`src/rtl/key_draw_scheduler_if.sv`:
```
// Pixel-write bus around the key draw scheduler: live and playback key state
// flow in, one VGA pixel write per cycle flows out toward vga_adapter.
interface key_draw_scheduler_if #(
    parameter int NUM_KEYS = 4
);
    logic [NUM_KEYS-1:0] keys;           // live key pressed, 1 = pressed
    logic [NUM_KEYS-1:0] playback_keys;  // recorder playback key active
    logic [7:0]          x;              // pixel x, 0..159
    logic [6:0]          y;              // pixel y, 0..119
    logic [2:0]          colour;         // {R,G,B}
    logic                plot;           // one pixel write per cycle while high
    logic                busy;           // a rectangle job is in SETUP or DRAW

    // Scheduler side: consumes key state, owns the pixel port.
    modport master (
        input  keys,
        input  playback_keys,
        output x,
        output y,
        output colour,
        output plot,
        output busy
    );

    // Switches / recorder / vga_adapter side.
    modport slave (
        output keys,
        output playback_keys,
        input  x,
        input  y,
        input  colour,
        input  plot,
        input  busy
    );
endinterface

```
`src/rtl/key_draw_scheduler.sv`:
```
// Key draw scheduler: keeps one on-screen rectangle per synth key in step with
// the live/playback state of that key. A key whose displayed state is stale
// (or that is flagged for a forced redraw) is pending; pending keys are granted
// round-robin and each grant repaints the whole rectangle, one pixel per cycle,
// through the single vga_adapter write port.
module key_draw_scheduler #(
    parameter int NUM_KEYS = 4,
    parameter int KEY_W    = 32,
    parameter int KEY_H    = 40,
    parameter int KEY_X0   = 8,
    parameter int KEY_Y0   = 60,
    parameter int KEY_GAP  = 4
) (
    input  logic                  clock,
    input  logic                  reset,
    key_draw_scheduler_if.master  bus
);

    localparam int IDX_W = (NUM_KEYS > 1) ? $clog2(NUM_KEYS) : 1;
    localparam int PX_W  = (KEY_W > 1) ? $clog2(KEY_W) : 1;
    localparam int PY_W  = (KEY_H > 1) ? $clog2(KEY_H) : 1;
    localparam int PITCH = KEY_W + KEY_GAP;

    localparam logic [PX_W-1:0] PX_LAST = PX_W'(KEY_W - 1);
    localparam logic [PY_W-1:0] PY_LAST = PY_W'(KEY_H - 1);

    typedef logic [IDX_W-1:0] key_idx_t;
    typedef logic [1:0]       key_state_t;  // {live, play}

    typedef enum logic [1:0] {
        ST_IDLE  = 2'd0,
        ST_SETUP = 2'd1,
        ST_DRAW  = 2'd2
    } state_t;

    // Display colour for a {live, play} key state.
    function automatic logic [2:0] colour_map(input key_state_t s);
        case (s)
            2'b00:   colour_map = 3'b111;  // idle: white
            2'b10:   colour_map = 3'b100;  // live only: red
            2'b01:   colour_map = 3'b010;  // playback only: green
            default: colour_map = 3'b110;  // both: yellow
        endcase
    endfunction

    // Screen x of column col inside the rectangle of key k.
    function automatic logic [7:0] pixel_x(input key_idx_t k, input logic [PX_W-1:0] col);
        pixel_x = 8'(KEY_X0 + int'(k) * PITCH + int'(col));
    endfunction

    // Screen y of row row inside any rectangle.
    function automatic logic [6:0] pixel_y(input logic [PY_W-1:0] row);
        pixel_y = 7'(KEY_Y0 + int'(row));
    endfunction

    // Key after k in round-robin order.
    function automatic key_idx_t next_key(input key_idx_t k);
        next_key = key_idx_t'((int'(k) + 1) % NUM_KEYS);
    endfunction

    // Control state.
    state_t   state, state_next;
    key_idx_t rr_ptr, rr_next;
    key_idx_t grant, grant_next;

    // Per-key bookkeeping.
    key_state_t [NUM_KEYS-1:0] cur;    // inputs sampled on the last edge
    key_state_t [NUM_KEYS-1:0] drawn;  // state last committed to the screen
    logic       [NUM_KEYS-1:0] init;   // force-redraw flags, set by reset
    logic       [NUM_KEYS-1:0] pending;

    // Job datapath.
    logic [2:0]      job_colour, job_colour_next;
    logic [PX_W-1:0] px, px_next;
    logic [PY_W-1:0] py, py_next;
    logic            commit;

    // Next values of the registered pixel port.
    logic [7:0] x_next;
    logic [6:0] y_next;
    logic [2:0] colour_next;
    logic       plot_next;
    logic       busy_next;

    // Round-robin pick.
    logic     pick_valid;
    key_idx_t pick_idx;
    key_idx_t cand;

    // A key needs a repaint when what is on screen differs from its inputs,
    // or when reset has asked for every rectangle to be painted again.
    always_comb begin
        for (int i = 0; i < NUM_KEYS; i++) begin
            pending[i] = (cur[i] != drawn[i]) | init[i];
        end
    end

    // First pending key at or after rr_ptr, wrapping; scanning from the far
    // end lets the key closest to rr_ptr overwrite any earlier candidate.
    always_comb begin
        pick_valid = 1'b0;
        pick_idx   = '0;
        cand       = '0;
        for (int k = NUM_KEYS - 1; k >= 0; k--) begin
            cand = key_idx_t'((int'(rr_ptr) + k) % NUM_KEYS);
            if (pending[cand]) begin
                pick_valid = 1'b1;
                pick_idx   = cand;
            end
        end
    end

    // Next-state logic and next values of the registered pixel port.
    always_comb begin
        // NOTE: every signal driven here gets a default first, so no path
        // through the case statement can leave a latch behind.
        state_next      = state;
        grant_next      = grant;
        rr_next         = rr_ptr;
        px_next         = px;
        py_next         = py;
        job_colour_next = job_colour;
        commit          = 1'b0;
        plot_next       = 1'b0;
        x_next          = '0;
        y_next          = '0;
        colour_next     = '0;

        unique case (state)
            ST_IDLE: begin
                if (pick_valid) begin
                    grant_next = pick_idx;
                    state_next = ST_SETUP;
                end
            end

            // Commit the granted key's state and colour, then emit pixel (0,0).
            // Later input changes to this key leave the job's colour alone and
            // simply make the key pending again.
            ST_SETUP: begin
                commit          = 1'b1;
                job_colour_next = colour_map(cur[grant]);
                px_next         = '0;
                py_next         = '0;
                plot_next       = 1'b1;
                x_next          = pixel_x(grant, '0);
                y_next          = pixel_y('0);
                colour_next     = colour_map(cur[grant]);
                state_next      = ST_DRAW;
            end

            // px/py name the pixel currently on the port; advance in raster
            // order, and after the bottom-right pixel drop plot and hand the
            // round-robin pointer to the next key.
            ST_DRAW: begin
                if (px == PX_LAST && py == PY_LAST) begin
                    rr_next    = next_key(grant);
                    state_next = ST_IDLE;
                end else begin
                    if (px == PX_LAST) begin
                        px_next = '0;
                        py_next = py + 1'b1;
                    end else begin
                        px_next = px + 1'b1;
                    end
                    plot_next   = 1'b1;
                    x_next      = pixel_x(grant, px_next);
                    y_next      = pixel_y(py_next);
                    colour_next = job_colour;
                end
            end

            default: begin
                state_next = ST_IDLE;
            end
        endcase

        busy_next = (state_next != ST_IDLE);
    end

    // FSM state, job counters and the registered pixel port; reset aborts any
    // job in flight on the very next edge.
    always_ff @(posedge clock) begin
        // NOTE: registers are updated with <= so each one sees the pre-edge
        // value of every other register, independent of statement order.
        if (reset) begin
            state      <= ST_IDLE;
            rr_ptr     <= '0;
            grant      <= '0;
            job_colour <= '0;
            px         <= '0;
            py         <= '0;
            bus.x      <= '0;
            bus.y      <= '0;
            bus.colour <= '0;
            bus.plot   <= 1'b0;
            bus.busy   <= 1'b0;
        end else begin
            state      <= state_next;
            rr_ptr     <= rr_next;
            grant      <= grant_next;
            job_colour <= job_colour_next;
            px         <= px_next;
            py         <= py_next;
            bus.x      <= x_next;
            bus.y      <= y_next;
            bus.colour <= colour_next;
            bus.plot   <= plot_next;
            bus.busy   <= busy_next;
        end
    end

    // Input sampling and per-key commit; reset marks every key for redraw.
    always_ff @(posedge clock) begin
        if (reset) begin
            // NOTE: the per-key tables are reset on purpose: a known drawn
            // state plus set init flags is what guarantees a full repaint.
            cur   <= '0;
            drawn <= '0;
            init  <= '1;
        end else begin
            for (int i = 0; i < NUM_KEYS; i++) begin
                cur[i] <= {bus.keys[i], bus.playback_keys[i]};
            end
            if (commit) begin
                drawn[grant] <= cur[grant];
                init[grant]  <= 1'b0;
            end
        end
    end

endmodule

```
`src/flat_wrapper.sv`:
```
// flat-port wrapper written by rule: the top's interface ports become plain ports
module key_draw_scheduler_flat 
#(
    parameter int NUM_KEYS = 4,
    parameter int KEY_W    = 32,
    parameter int KEY_H    = 40,
    parameter int KEY_X0   = 8,
    parameter int KEY_Y0   = 60,
    parameter int KEY_GAP  = 4
)
  (clock, reset, bus_keys, bus_playback_keys, bus_x, bus_y, bus_colour, bus_plot, bus_busy);
  key_draw_scheduler_if #(.NUM_KEYS(NUM_KEYS)) bus_i ();
  input  logic clock;
  input  logic reset;
  input wire logic [$bits(bus_i.keys)-1:0] bus_keys;
  input wire logic [$bits(bus_i.playback_keys)-1:0] bus_playback_keys;
  output wire logic [$bits(bus_i.x)-1:0] bus_x;
  output wire logic [$bits(bus_i.y)-1:0] bus_y;
  output wire logic [$bits(bus_i.colour)-1:0] bus_colour;
  output wire logic [$bits(bus_i.plot)-1:0] bus_plot;
  output wire logic [$bits(bus_i.busy)-1:0] bus_busy;
  assign bus_i.keys = bus_keys;
  assign bus_i.playback_keys = bus_playback_keys;
  assign bus_x = bus_i.x;
  assign bus_y = bus_i.y;
  assign bus_colour = bus_i.colour;
  assign bus_plot = bus_i.plot;
  assign bus_busy = bus_i.busy;
  key_draw_scheduler #(.NUM_KEYS(NUM_KEYS), .KEY_W(KEY_W), .KEY_H(KEY_H), .KEY_X0(KEY_X0), .KEY_Y0(KEY_Y0), .KEY_GAP(KEY_GAP)) u_core (.clock(clock), .reset(reset), .bus(bus_i));
endmodule
```
`config.mk`:
```
export PLATFORM = sky130hd
export DESIGN_NAME = key_draw_scheduler_flat
export DESIGN_NICKNAME = d
export VERILOG_FILES = /design/src/rtl/key_draw_scheduler_if.sv /design/src/rtl/key_draw_scheduler.sv /design/src/flat_wrapper.sv
export SDC_FILE = /design/constraint.sdc
export NUM_CORES = 1
export LEC_CHECK = 0
export CAP_MARGIN = 25
export CORE_MARGIN = 2
export CORE_UTILIZATION = 55
export CTS_CLUSTER_DIAMETER = 30
export DETAILED_ROUTE_END_ITERATION = 12
export PLACE_DENSITY = 0.81
export SLEW_MARGIN = 20
export SYNTH_ARGS = -nofsm -noshare
export SYNTH_HDL_FRONTEND = slang
export SYNTH_SLANG_ARGS = --single-unit
```
`constraint.sdc`:
```
create_clock -name clock -period 3.5 [get_ports clock]
set_input_delay 0.7 -clock clock [delete_from_list [all_inputs] [get_ports clock]]
set_output_delay 0.7 -clock clock [all_outputs]
set_load 0.05 [all_outputs]
```
==> results.sh <==
export IMPL_synth_area_sq_um=2673
export IMPL_cp_max_fo=14
export IMPL_clock_skew_ns=0.01000
export IMPL_syn_nets=311
export IMPL_insertion_delay_ns=0.34
export IMPL_num_vias=2053
export IMPL_synth_avg_cell_area_sq_um=9.377
export IMPL_htreeDepth=3
export IMPL_regToRegStartpoint="u_core.px[0]"
export IMPL_cts_tree="built"
export IMPL_synth_top_area_share_pct=44.94
export IMPL_fill_cells=371
export IMPL_avgRoutedWirePerCell_um=13.43
export IMPL_synth_ff_type="dfxtp_1"
export IMPL_power_density_nw_per_um2=613.0
export IMPL_ys_ff_latch=60
export IMPL_remaining_drc_errors=0
export IMPL_crit_type="reg2reg"
export IMPL_coreArea_sq_um=4692
export IMPL_fin_crit_ns=2.597
export IMPL_cts_setup_buffers=0
export IMPL_via_per_inst=5.489
export IMPL_place_congestion=0.8265
export IMPL_clkSinkCount=60
export IMPL_fin_setup_tns_ns=0
export IMPL_hold_buffers=0
export IMPL_total_power_mw=1.975
export IMPL_crit_start="u_core.px[0]"
export IMPL_synthSimpleGateAreaFrac_pct=19.05
export IMPL_final_max_slew_viol_count=0
export IMPL_p_sw_share_pct=29.92
export IMPL_cp_top_family="adder cells"
export IMPL_drive_above_1_share_pct=8.438
export IMPL_setup_viol=0
export IMPL_dpl_hpwl_um=3425
export IMPL_hp_start="u_core.init[1]"
export IMPL_pin_count=30
export IMPL_cp_num_buf_inv=0
export IMPL_antenna_left=0
export IMPL_synthXorXnorAreaFrac_pct=5.899
export IMPL_clk_pin_slew_ns=0.06
export IMPL_power_share_clock_pct=36.9
export IMPL_fin_util_pct=68.67
export IMPL_hp_class="reg2reg"
export IMPL_p_int_mw=1.384
export IMPL_synthAdderAreaFrac_pct=7.772
export IMPL_synth_compound_area_share_pct=16.34
export IMPL_irDropWorstVdd_mv=0.4467
export IMPL_async_flop_share_pct=0
export IMPL_fin_crit_sh_pct=74.20
export IMPL_wl_um=5021
export IMPL_synth_area_top_cells="dfxtp_1, ha_1, nand2_1, xor2_1, a21oi_1"
export IMPL_comb_power_share_pct=23.3
export IMPL_nets=341
export IMPL_maxSlewHeadroom_pct=50.43
export IMPL_path_cells="ha_1 > and3_1 > ha_1 > nor2_1 > ha_1 > fa_1 > a21oi_1 > nor2_1 > o21ai_0 > nand2_1 > o21ai_0"
export IMPL_yosys_area_top_type="dfxtp_1"
export IMPL_synth_warnings=0
export IMPL_track_usage_pct=20.75
export IMPL_dieArea_sq_um=5433
export IMPL_hold_viol=0
export IMPL_synth_top_family_by_area="simple AND/OR/NAND/NOR gates"
export IMPL_critPathSlowestCell="ha_1"
export IMPL_grt_pass1_vias=1877
export IMPL_syn2layout_area_growth_pct=20.55
export IMPL_status="finished clean"
export IMPL_drt_pre_antenna_iters=4
export IMPL_synthDistinctLibCells=47
export IMPL_start_util_pct=56.96
export IMPL_row_count=25
export IMPL_antenna_found_initial=0
export IMPL_rsz0062_at_grt="no"
export IMPL_grt_max_degree=38
export IMPL_clockBufferDepth=2
export IMPL_die_x_um=73.71
export IMPL_cts_inserted_buffers=9
export IMPL_path_common_cell="ha_1"
export IMPL_antenna_cells=0
export IMPL_cp_required_ns=3.77
export IMPL_end_kind="register"
export IMPL_synthMuxAreaShare_pct=2.809
export IMPL_p_switching_mw=0.5909
export IMPL_max_stage_delay_ns=0.47
export IMPL_critPathLaunchType="register"
export IMPL_synth_seq_area_share_pct=44.94
export IMPL_grt_first_pass_wirelength_um=8438
export IMPL_seqPwrFrac_pct=39.7
export IMPL_root_buffer="clkbuf_8"
export IMPL_overflow=0
export IMPL_drv_cap=0
export IMPL_mostFrequentLayoutCells="dfxtp_1, nand2_1, clkdlybuf4s50_1"
export IMPL_synthCells=285
export IMPL_drtIter0Drc=149
export IMPL_max_freq_mhz=385.1
export IMPL_cts_resized=0
export IMPL_worst_pin_slew_ns=0.7407
export IMPL_layout_commonest_cell="dfxtp_1"
export IMPL_p_leak_nw=1.290
export IMPL_die_h_um=73.71
export IMPL_portBuffers=29
export IMPL_synth_edf_count=0
export IMPL_arrival_ns=2.86
[path summary, 6_finish.rpt]
| path | end | slack [ns] | cells after the start |
|---|---|---|---|
| max | u_core.bus.x[6] | 0.90 | 11 |
| min | u_core.init[1] | 0.46 | 1 |
| max reg2reg | u_core.bus.x[6] | 0.90 | 11 |
| min reg2reg | u_core.init[1] | 0.46 | 1 |
[sequential cells by signal, indices dropped and copies added, names as in the netlist]
name / count
u_core.bus.x: 8
u_core.cur: 8
u_core.drawn: 8
u_core.bus.y: 7
u_core.py: 6
u_core.px: 5
u_core.init: 4
u_core.bus.colour: 3
u_core.job_colour: 3
u_core.grant: 2
u_core.rr_ptr: 2
u_core.state: 2
u_core.bus.busy: 1
u_core.bus.plot: 1
[layer usage]
metal / track usage (%) / wire length, um / up-vias
li1: - / - / 1050
met1: 26.14 / 2313 / 944
met2: 31.85 / 2387 / 55
met3: 7.407 / 268 / 4
met4: 9.293 / 51 / 0
met5: 0 / 0 / -
[synthesized netlist by cell type (all sizes together), types with 2 or more instances]
library cell	instances
dfxtp	60
nand2	36
a21oi	20
nor2	19
ha	15
o21ai	15
xor2	14
nand3	12
nor2b	11
a21o	8
clkbuf	8
inv	8
or3	6
nor3	5
a211oi	4
buf	4
xnor2	4
a22o	3
a31oi	3
mux2i	3
and2	2
and3	2
mux4	2
nand2b	2
nand4	2
o221ai	2
[power by group through the flow]
stage / Sequential, mW / Clock (mW) / Combinational, mW
2_1_floorplan: 0.888 / 0 / 0.252
3_3_place_gp: 0.797 / 0 / 0.452
3_5_place_dp: 0.799 / 0 / 0.460
4_1_cts: 0.785 / 0.740 / 0.463
5_1_grt: 0.791 / 0.771 / 0.505
6_report: 0.784 / 0.730 / 0.461
[through the flow]
| step | instances | instance area (sq um) | setup WS [ns] | hold WS, ns |
|---|---|---|---|---|
| 2_1_floorplan | 285 | 2673 | 1.081 | 0.4257 |
| 3_3_place_gp | 358 | 2990 | 0.9777 | 0.4373 |
| 3_5_place_dp | 358 | 2990 | 0.9081 | 0.4450 |
| 4_1_cts | 374 | 3222 | 0.9017 | 0.4654 |
| 5_1_grt | 374 | 3222 | 0.6509 | 0.4869 |
| 6_report | 374 | 3222 | 0.9031 | 0.4619 |
[cell type report]
class                   instances  area, sq um  area share, %
multi-input cells             205         1386          43.03
clock buffers                  11        131.4          4.078
well taps                      54        67.56          2.097
flip-flops and latches         60         1201          37.28
repair buffers                 31        305.3          9.476
inverters                       8        30.03         0.9320
clock inverters                 5        100.1          3.107
[kinds of logic (layout without fill, tap and decap cells)]
kind of cell | after synthesis | in the layout
and+or+nand+nor | 102 | 102
AOI/OAI and AO/OA | 64 | 64
DFF | 60 | 60
buffers and inverters | 20 | 55
xor gates and xnor gates | 18 | 18
adders and majority gates | 16 | 16
muxes | 5 | 5
[worst register-to-register path, cell delays in order, from the launching register on]
cell     delay (ns)
dfxtp_1        0.38
ha_1           0.21
and3_1         0.16
ha_1           0.47
nor2_1         0.14
ha_1           0.24
fa_1           0.41
a21oi_1        0.16
nor2_1         0.06
o21ai_0        0.15
nand2_1        0.07
o21ai_0        0.08
Note: power is estimated with default switching activity, not from simulation.
